--- src/rtl/crtc_timing_gen.sv ---
// Programmable raster timing generator for the character-mode CRT: h/line/row/frame
// counters, sync and enable decodes, cursor, row-fetch strobes and end-of-screen irq.
module crtc_timing_gen #(
  parameter int COL_W   = 7,
  parameter int ROW_W   = 6,
  parameter int LINE_W  = 4,
  parameter int BLINK_W = 5
) (
  input  logic              clk,
  input  logic              reset,
  input  logic              ce,
  input  logic              we,
  input  logic              rd,
  input  logic [3:0]        addr,
  input  logic [7:0]        wdata,
  output logic [7:0]        rdata,
  output logic [COL_W-1:0]  col,
  output logic [ROW_W-1:0]  row,
  output logic [LINE_W-1:0] line,
  output logic              de,
  output logic              hrtc,
  output logic              vrtc,
  output logic              cursor,
  output logic              blink,
  output logic              row_start,
  output logic              frame_start,
  output logic              irq
);

  typedef enum logic {ST_ACTIVE = 1'b0, ST_BLANK = 1'b1} vstate_t;

  logic [7:0]         h_total, h_active, hs_start, hs_end, v_blank, vs_len;
  logic [ROW_W-1:0]   v_rows, cur_y;
  logic [LINE_W-1:0]  char_h, ul_line;
  logic [COL_W-1:0]   cur_x;
  logic [3:0]         ctrl;

  vstate_t            vstate;
  logic [7:0]         h, b;
  logic [BLINK_W-1:0] frame;

  logic               enable, inte, blink_en, ul_cursor;
  logic [ROW_W-1:0]   rows_eff;
  logic [7:0]         blank_eff;
  logic               eol, last_line, last_row, last_blank, irq_set;

  // NOTE: the register file is a handful of flops, so it resets to defaults like any other state.
  always_ff @(posedge clk or posedge reset) begin
    if (reset) begin
      h_total  <= 8'd88;
      h_active <= 8'd78;
      hs_start <= 8'd80;
      hs_end   <= 8'd88;
      v_rows   <= ROW_W'(30);
      char_h   <= LINE_W'(9);
      v_blank  <= 8'd12;
      vs_len   <= 8'd2;
      ul_line  <= LINE_W'(9);
      cur_x    <= '0;
      cur_y    <= '0;
      ctrl     <= 4'd0;
    end else if (we) begin
      case (addr)
        4'd0:    h_total  <= wdata;
        4'd1:    h_active <= wdata;
        4'd2:    hs_start <= wdata;
        4'd3:    hs_end   <= wdata;
        4'd4:    v_rows   <= ROW_W'(wdata);
        4'd5:    char_h   <= LINE_W'(wdata);
        4'd6:    v_blank  <= wdata;
        4'd7:    vs_len   <= wdata;
        4'd8:    ul_line  <= LINE_W'(wdata);
        4'd9:    cur_x    <= COL_W'(wdata);
        4'd10:   cur_y    <= ROW_W'(wdata);
        4'd11:   ctrl     <= wdata[3:0];
        default: ;
      endcase
    end
  end

  assign enable    = ctrl[0];
  assign inte      = ctrl[1];
  assign blink_en  = ctrl[2];
  assign ul_cursor = ctrl[3];

  // A zero row or blank count behaves as one so the frame never stalls.
  assign rows_eff   = (v_rows == '0) ? ROW_W'(1) : v_rows;
  assign blank_eff  = (v_blank == 8'd0) ? 8'd1 : v_blank;
  assign eol        = h >= h_total;
  assign last_line  = line >= char_h;
  assign last_row   = row >= rows_eff - ROW_W'(1);
  assign last_blank = b >= blank_eff - 8'd1;
  assign irq_set    = ce & eol & (vstate == ST_ACTIVE) & last_line & last_row & inte & enable;

  // NOTE: all state below uses non-blocking assignments so every branch sees pre-edge values.
  always_ff @(posedge clk or posedge reset) begin
    if (reset) begin
      vstate      <= ST_ACTIVE;
      h           <= 8'd0;
      b           <= 8'd0;
      line        <= '0;
      row         <= '0;
      frame       <= '0;
      row_start   <= 1'b0;
      frame_start <= 1'b0;
      irq         <= 1'b0;
      rdata       <= 8'd0;
    end else begin
      row_start   <= 1'b0;
      frame_start <= 1'b0;
      if (rd)
        rdata <= {irq, inte, enable, vstate == ST_BLANK, 4'b0000};
      // A set on the same edge as a read wins over the read's clear.
      irq <= irq_set | (irq & ~rd);
      if (ce) begin
        if (!eol) begin
          h <= h + 8'd1;
        end else begin
          h <= 8'd0;
          case (vstate)
            ST_ACTIVE: begin
              if (!last_line) begin
                line <= line + LINE_W'(1);
              end else begin
                line <= '0;
                row  <= row + ROW_W'(1);
                if (last_row) begin
                  vstate <= ST_BLANK;
                  b      <= 8'd0;
                end else begin
                  row_start <= 1'b1;
                end
              end
            end
            ST_BLANK: begin
              if (!last_blank) begin
                b <= b + 8'd1;
              end else begin
                vstate      <= ST_ACTIVE;
                b           <= 8'd0;
                row         <= '0;
                line        <= '0;
                frame       <= frame + BLINK_W'(1);
                row_start   <= 1'b1;
                frame_start <= 1'b1;
              end
            end
            default: vstate <= ST_ACTIVE;
          endcase
        end
      end
    end
  end

  assign col    = COL_W'(h);
  assign de     = (vstate == ST_ACTIVE) & (h < h_active) & enable;
  assign hrtc   = (h >= hs_start) & (h <= hs_end);
  assign vrtc   = (vstate == ST_BLANK) & (b < vs_len);
  assign blink  = frame[BLINK_W-1];
  assign cursor = de & (col == cur_x) & (row == cur_y) &
                  (~blink_en | blink) & (~ul_cursor | (line == ul_line));

endmodule

--- config.mk ---
export PLATFORM = sky130hd
export DESIGN_NAME = crtc_timing_gen
export DESIGN_NICKNAME = d
export VERILOG_FILES = /design/src/rtl/crtc_timing_gen.sv
export SDC_FILE = /design/constraint.sdc
export NUM_CORES = 1
export LEC_CHECK = 0
export ABC_AREA = 1
export CAP_MARGIN = 20
export CORE_ASPECT_RATIO = 0.8
export CORE_UTILIZATION = 40
export DETAILED_ROUTE_END_ITERATION = 10
export DONT_BUFFER_PORTS = 1
export HOLD_SLACK_MARGIN = 0.02
export SLEW_MARGIN = 25
export SYNTH_ARGS = -nofsm -noshare
export SYNTH_HDL_FRONTEND = slang
export SYNTH_SLANG_ARGS = --single-unit
export TNS_END_PERCENT = 20
--- constraint.sdc ---
create_clock -name clk -period 4.6 [get_ports clk]
set_input_delay 0.92 -clock clk [delete_from_list [all_inputs] [get_ports clk]]
set_output_delay 0.92 -clock clk [all_outputs]
set_load 0.005 [all_outputs]
* Yosys cells after proc, flatten, opt, wreduce, memory -nomap -nowiden
Cells that the tools add are included.
** Word-level totals
- Register bits :: 118
- Input port bits :: 17
- Output and inout bits :: 33
- Logic and storage cells :: 122
** Operators by class
- $add $sub $neg :: 7
- $lt $le $gt $ge :: 8
- Equal/unequal tests :: 17
- Mux-type cells :: 26
- Bitwise logic cells :: 22
- Reduce and logical (&&, ||, !) cells :: 20
** Operators with widths (number)
- two-way mux 8 bit :: 5
- AND reduction 2 bit :: 13
- greater-or-equal comparator 8 bit :: 3
- two-way mux 6 bit :: 3
- adder 8 x 1 -> 8 bit (second input constant) :: 2
- == test 4 x 3 -> 1 bit (second input constant) :: 4
- == test 4 bit (second input constant) :: 4
- < comparator 8 bit :: 2
- one-hot mux 8 bit (2 select lines) :: 1
- AND 1 bit :: 15
- one-hot mux 6 bit (2 select lines) :: 1
- AND reduction 4 bit :: 3
- two-way mux 1 bit :: 11
- == test 4 x 2 -> 1 bit (second input constant) :: 2
- less-or-equal comparator 8 bit :: 1
- zero test 8 bit :: 1
- two-way mux 4 bit :: 2
- one-hot mux 4 bit (2 select lines) :: 1
- subtractor 8 x 1 -> 8 bit (second input constant) :: 1
- == test 7 bit :: 1
- adder 6 x 1 -> 6 bit (second input constant) :: 1
- == test 6 bit :: 1
- greater-or-equal comparator 6 bit :: 1
- zero test 6 bit :: 1
- 13 further kinds :: 20

* Depth between registers and ports, before layout
- Word-level depth :: 9
- Gate-level depth with buffers :: 23
- Gate-level depth less buffers :: 23

* Worst setup path before layout
No wires, ideal clock.
- Path kind :: reg2reg
- Start :: register v_blank[2]
- End :: register row[2]
- Arrival time :: 2471 ps
- Path slack :: 2012 ps
- Stages on the path, launching flop included :: 22
- Buffers on the path :: 0
- Clock period less this slack :: 2588 ps
- Cells stage by stage :: dfstp_2 inv_1 nand2_1 nor2_1 nand3_1 nand2_1 inv_1 ha_1 inv_1 nor2_1 nand3_1 xor2_1 inv_1 ha_1 nand2_1 o21a_1 nand2_2 nand2_1 nand2_2 nand2_2 nand2_1 nand2_1
** Between the ends
- Cells in the longest elaborated chain, start to end :: 6
** Ends and longest elaborated chain
- from (decl) :: RTL line 32 : logic [7:0] h_total, h_active, hs_start, hs_end, v_blank, vs_len;
- from (signal assigned) :: RTL line 70 : 4'd6: v_blank <= wdata;
- zero test 8 bit :: RTL line 88 : assign blank_eff = (v_blank == 8'd0) ? 8'd1 : v_blank;
- two-way mux 8 bit (*) :: RTL line 88
- subtractor 8 x 1 -> 8 bit (*) :: RTL line 92 : assign last_blank = b >= blank_eff - 8'd1;
- greater-or-equal comparator 8 bit (*) :: RTL line 92
- != test 2 x 1 -> 1 bit (no source line) (*)
- AND reduction 4 bit (no source line) (*)
- to (signal assigned) :: RTL line 126 : row <= row + ROW_W'(1);
- to (decl) :: RTL line 18 : output logic [ROW_W-1:0] row,
Every way passes the cells marked *; elsewhere a longest branch is shown, timed or not.
A chain may end at the register's enable or synchronous reset.

* Final worst setup path
- Start :: register h[5]
- End :: output cursor
** Between the ends
- Cells in the longest elaborated chain, start to end :: 7
- Elaborated cells on any way between the ends :: 8
- Those cells by class :: order compare: 1; eq/ne: 1; bitwise: 6
** Ends and longest elaborated chain
- from (decl) :: RTL line 39 : logic [7:0] h, b;
- from (signal assigned) :: RTL line 117 : h <= h + 8'd1;
- < comparator 8 bit :: RTL line 156 : assign de = (vstate == ST_ACTIVE) & (h < h_active) & enable;
- AND 1 bit (2 in a row) :: RTL line 156
- AND 1 bit (*) (3 in a row) :: RTL line 160 : assign cursor = de & (col == cur_x) & (row == cur_y) &
- AND 1 bit (*) :: RTL line 161 : (~blink_en | blink) & (~ul_cursor | (line == ul_line));
- to (decl) :: RTL line 23 : output logic cursor,
Marks and branches as above.

==> results.sh <==
export IMPL_status="completed"
export IMPL_tritoncts="yes"
export IMPL_whs_ps=479.4
export IMPL_clkLatencyLatePin_ps=420
export IMPL_postLayoutCoreUtil=0.4559
export IMPL_design_core_area_sq_um=16710
export IMPL_drtPass1Iterations=5
export IMPL_crit_required_ps=3680
export IMPL_grt_use_met2=0.2953
export IMPL_die_area_sq_um=17770
export IMPL_finalSetupTns_ps=0
export IMPL_synth_cells=850
export IMPL_synth_cell_types=37
export IMPL_startpoint_type="flip-flop"
export IMPL_ys_ff_latch=118
export IMPL_min_delay_start="vs_len[7]"
export IMPL_io_buffers=0
export IMPL_dieWidth_um=148.8
export IMPL_routed_wl_um=15770
export IMPL_nets=924
export IMPL_cp_common_cell="nor2_1"
export IMPL_yosysWarnings=0
export IMPL_initial_core_util=0.4127
export IMPL_period_minus_slack_ps=3143
export IMPL_cp_buffers_inverters=0
export IMPL_htree_levels=4
export IMPL_cts_sinks=118
export IMPL_power_frac_clock=0.329
export IMPL_synthToLayoutAreaGrowth_pct=10.47
export IMPL_finalMaxSlewViolations=0
export IMPL_fin_skew_ps=9.765
export IMPL_grtUsageTotal=0.1959
export IMPL_hold_violations=0
export IMPL_peakVddDrop_mv=0.2754
export IMPL_nFillCells=1678
export IMPL_crit_fanout=8
export IMPL_cp_cell_sequence="ha_1 > a21oi_1 > nor2_1 > a211oi_1 > nand4_1 > nor2_1"
export IMPL_fmax_ghz=0.3182
export IMPL_drc_errors=0
export IMPL_syn_area_per_cell_sq_um=8.114
export IMPL_grt_max_degree=65
export IMPL_finalCritPeriodShare=0.6832
export IMPL_routedWlPerCell_um=14.64
export IMPL_powerDensity_nw_per_um2=532.8
export IMPL_cts_resized=0
export IMPL_crit_family="flip-flops"
export IMPL_p_leak_uw=0.003838
export IMPL_dp_hpwl_um=11240
export IMPL_synthDominantCellAreaShare=0.3447
export IMPL_use_met1=0.2804
export IMPL_critPathKind="reg2out"
export IMPL_seqPwrFrac=0.380
export IMPL_swShare=0.3562
export IMPL_holdBufCountCts=0
export IMPL_pre_cts_slack_ps=1637
export IMPL_setup_violations=0
export IMPL_yosysSeqAreaShare=0.4323
export IMPL_synth_area_leader_cell="dfrtp_1"
export IMPL_antenna_cells=0
export IMPL_reg2reg_from="v_blank[2]"
export IMPL_internal_power_uw=2613
export IMPL_synth_area_leaders="dfrtp_1 34%, nand2_1 12%, ha_1 11%, dfstp_2 8.8%, o21ai_0 6.7%"
export IMPL_dr_total_vias=5207
export IMPL_crit_path_max_incr_delay_ps=630
export IMPL_timing_critical_path_from="h[5]"
export IMPL_drv_cap=0
export IMPL_ioPinCount=50
export IMPL_p_sw_uw=1446
export IMPL_setup_slack_ps=1457
export IMPL_rsz0062_at_grt="false"
export IMPL_post_cts_setup_buffers=0
export IMPL_synth_area_sq_um=6897
export IMPL_clkTransAtPathRegs_ps=50
export IMPL_p_comb_frac=0.291
export IMPL_drive_gt1_frac=0.08751
export IMPL_cpMaxStageDelayCell="dfrtp_1"
export IMPL_grt_pass1_wl_um=26440
export IMPL_grt_remaining_overflow=0
export IMPL_slew_headroom=0.4660
export IMPL_die_y_um=119.4
export IMPL_grt_busiest_layer="met2"
export IMPL_grt_met3_usage=0.04828
export IMPL_first_iter_violations=334
export IMPL_worst_slew_pin_slew_ps=801.0
export IMPL_antenna_found_initial=0
export IMPL_root_buffer="clkbuf_16"
export IMPL_hp_class="reg2reg"
export IMPL_critPathCaptureType="output port"
export IMPL_clockBufferDepth=2
export IMPL_routed_via_density=4.835
export IMPL_num_rows=42
export IMPL_ant_nets=0
export IMPL_finalWeightedCongestion=0.8098
export IMPL_grt_pass1_vias=4930
export IMPL_cp_data_arrival_time_ps=2220
export IMPL_cts_buffers=17
-- flip-flops by register name, summed over array words and instances (netlist names), 8 cells and up --
name,cells
b,8
h,8
h_active,8
h_total,8
hs_end,8
hs_start,8
v_blank,8
vs_len,8
-- metal layers --
| metal | share of wire | vias up |
|---|---|---|
| met4 | 0.0090 | 0 |
| met3 | 0.050 | 12 |
| met5 | 0 | - |
| met2 | 0.43 | 97 |
| met1 | 0.51 | 2408 |
| li1 | - | 2690 |
-- cells in the final DEF, fill, tap and decap left out, types with 2 or more instances in the layout --
master / instances
inv_1: 111
a21oi_1: 23
nor2_2: 3
buf_4: 2
inv_4: 2
clkbuf_8: 2
nor3_2: 3
o21bai_1: 4
o22ai_1: 2
ha_1: 63
nand3_1: 33
nand4_1: 10
clkbuf_1: 3
nor2_1: 62
o21ai_1: 5
dfstp_2: 23
dfrtp_1: 95
o21a_1: 3
o21ai_0: 92
xor2_1: 17
or2_2: 2
nand2_1: 222
clkinv_2: 6
clkbuf_16: 17
nor2_4: 2
nand2_2: 4
conb_1: 4
bufinv_16: 3
mux2_2: 2
nor3_1: 9
xnor2_1: 19
-- cell families after synthesis --
logic type	share of synthesized area
buffers and inverters	0.08708
AOI/OAI and AO/OA	0.1009
other	0.0005437
DFF	0.4323
and+or+nand+nor	0.2159
muxes	0.003265
adders and majority gates	0.1143
xor gates and xnor gates	0.04572
-- stage by stage --
step / total power (uW) / instances / cell area (sq um)
after floorplan: 2460 / 853 / 6908
after global placement: 2722 / 1045 / 7027
after detailed placement: 2746 / 1045 / 7027
after CTS: 4098 / 1077 / 7619
after global routing: 4395 / 1077 / 7619
final: 4059 / 1077 / 7619
-- cells in the mapped netlist, drive strengths merged --
cell type and n:
or2 2, nor2 67, ha 63, clkbuf 15
o21a 3, o31ai 1, a211oi 1, a21o 1
nand2 227, nor3 12, buf 15, conb 1
inv 113, xor2 17, mux2 2, a21boi 1
nand4 10, dfstp 23, dfrtp 95, o21bai 4
o22ai 2, xnor2 19, o21ai 97, a21oi 23
nand3 34, nor3b 2
-- final cells by class --
| class | count | area [sq um] | share of cell area |
|---|---|---|---|
| clock inverter | 10 | 127.6 | 0.01675 |
| multi-input combinational | 592 | 3326 | 0.4365 |
| tap | 220 | 275.3 | 0.03613 |
| clock buffer | 22 | 464.2 | 0.06093 |
| timing repair buffer | 2 | 15.01 | 0.001971 |
| inverter | 113 | 429.2 | 0.05633 |
| sequential | 118 | 2982 | 0.3914 |
-- worst paths after layout --
check | cells after the start | slack, ps | end
min in group asynchronous | 1 | 530 | vs_len[7]
max reg2reg | 21 | 1630 | row[2]
min | 2 | 480 | vs_len[7]
max in group asynchronous | 2 | 3150 | v_rows[3]
max | 6 | 1460 | cursor
min reg2reg | 2 | 480 | vs_len[7]
-- worst register-to-register path: cells and delay by family (launching register included) --
family	cells	cell delay [ps]
simple gates	13	1290
buf+inv	4	240
compound gates	1	210
flops	1	550
xor+xnor	1	140
fa+ha+maj	2	420
-- power groups by stage --
stage                     clock network [uW]  registers, uW  logic, uW
after floorplan                            0           1450       1010
after global placement                     0           1560       1170
after detailed placement                   0           1560       1190
after CTS                               1360           1540       1200
after global routing                    1400           1570       1420
final                                   1340           1540       1180
No activity file was read; power rests on OpenSTA's default activity.
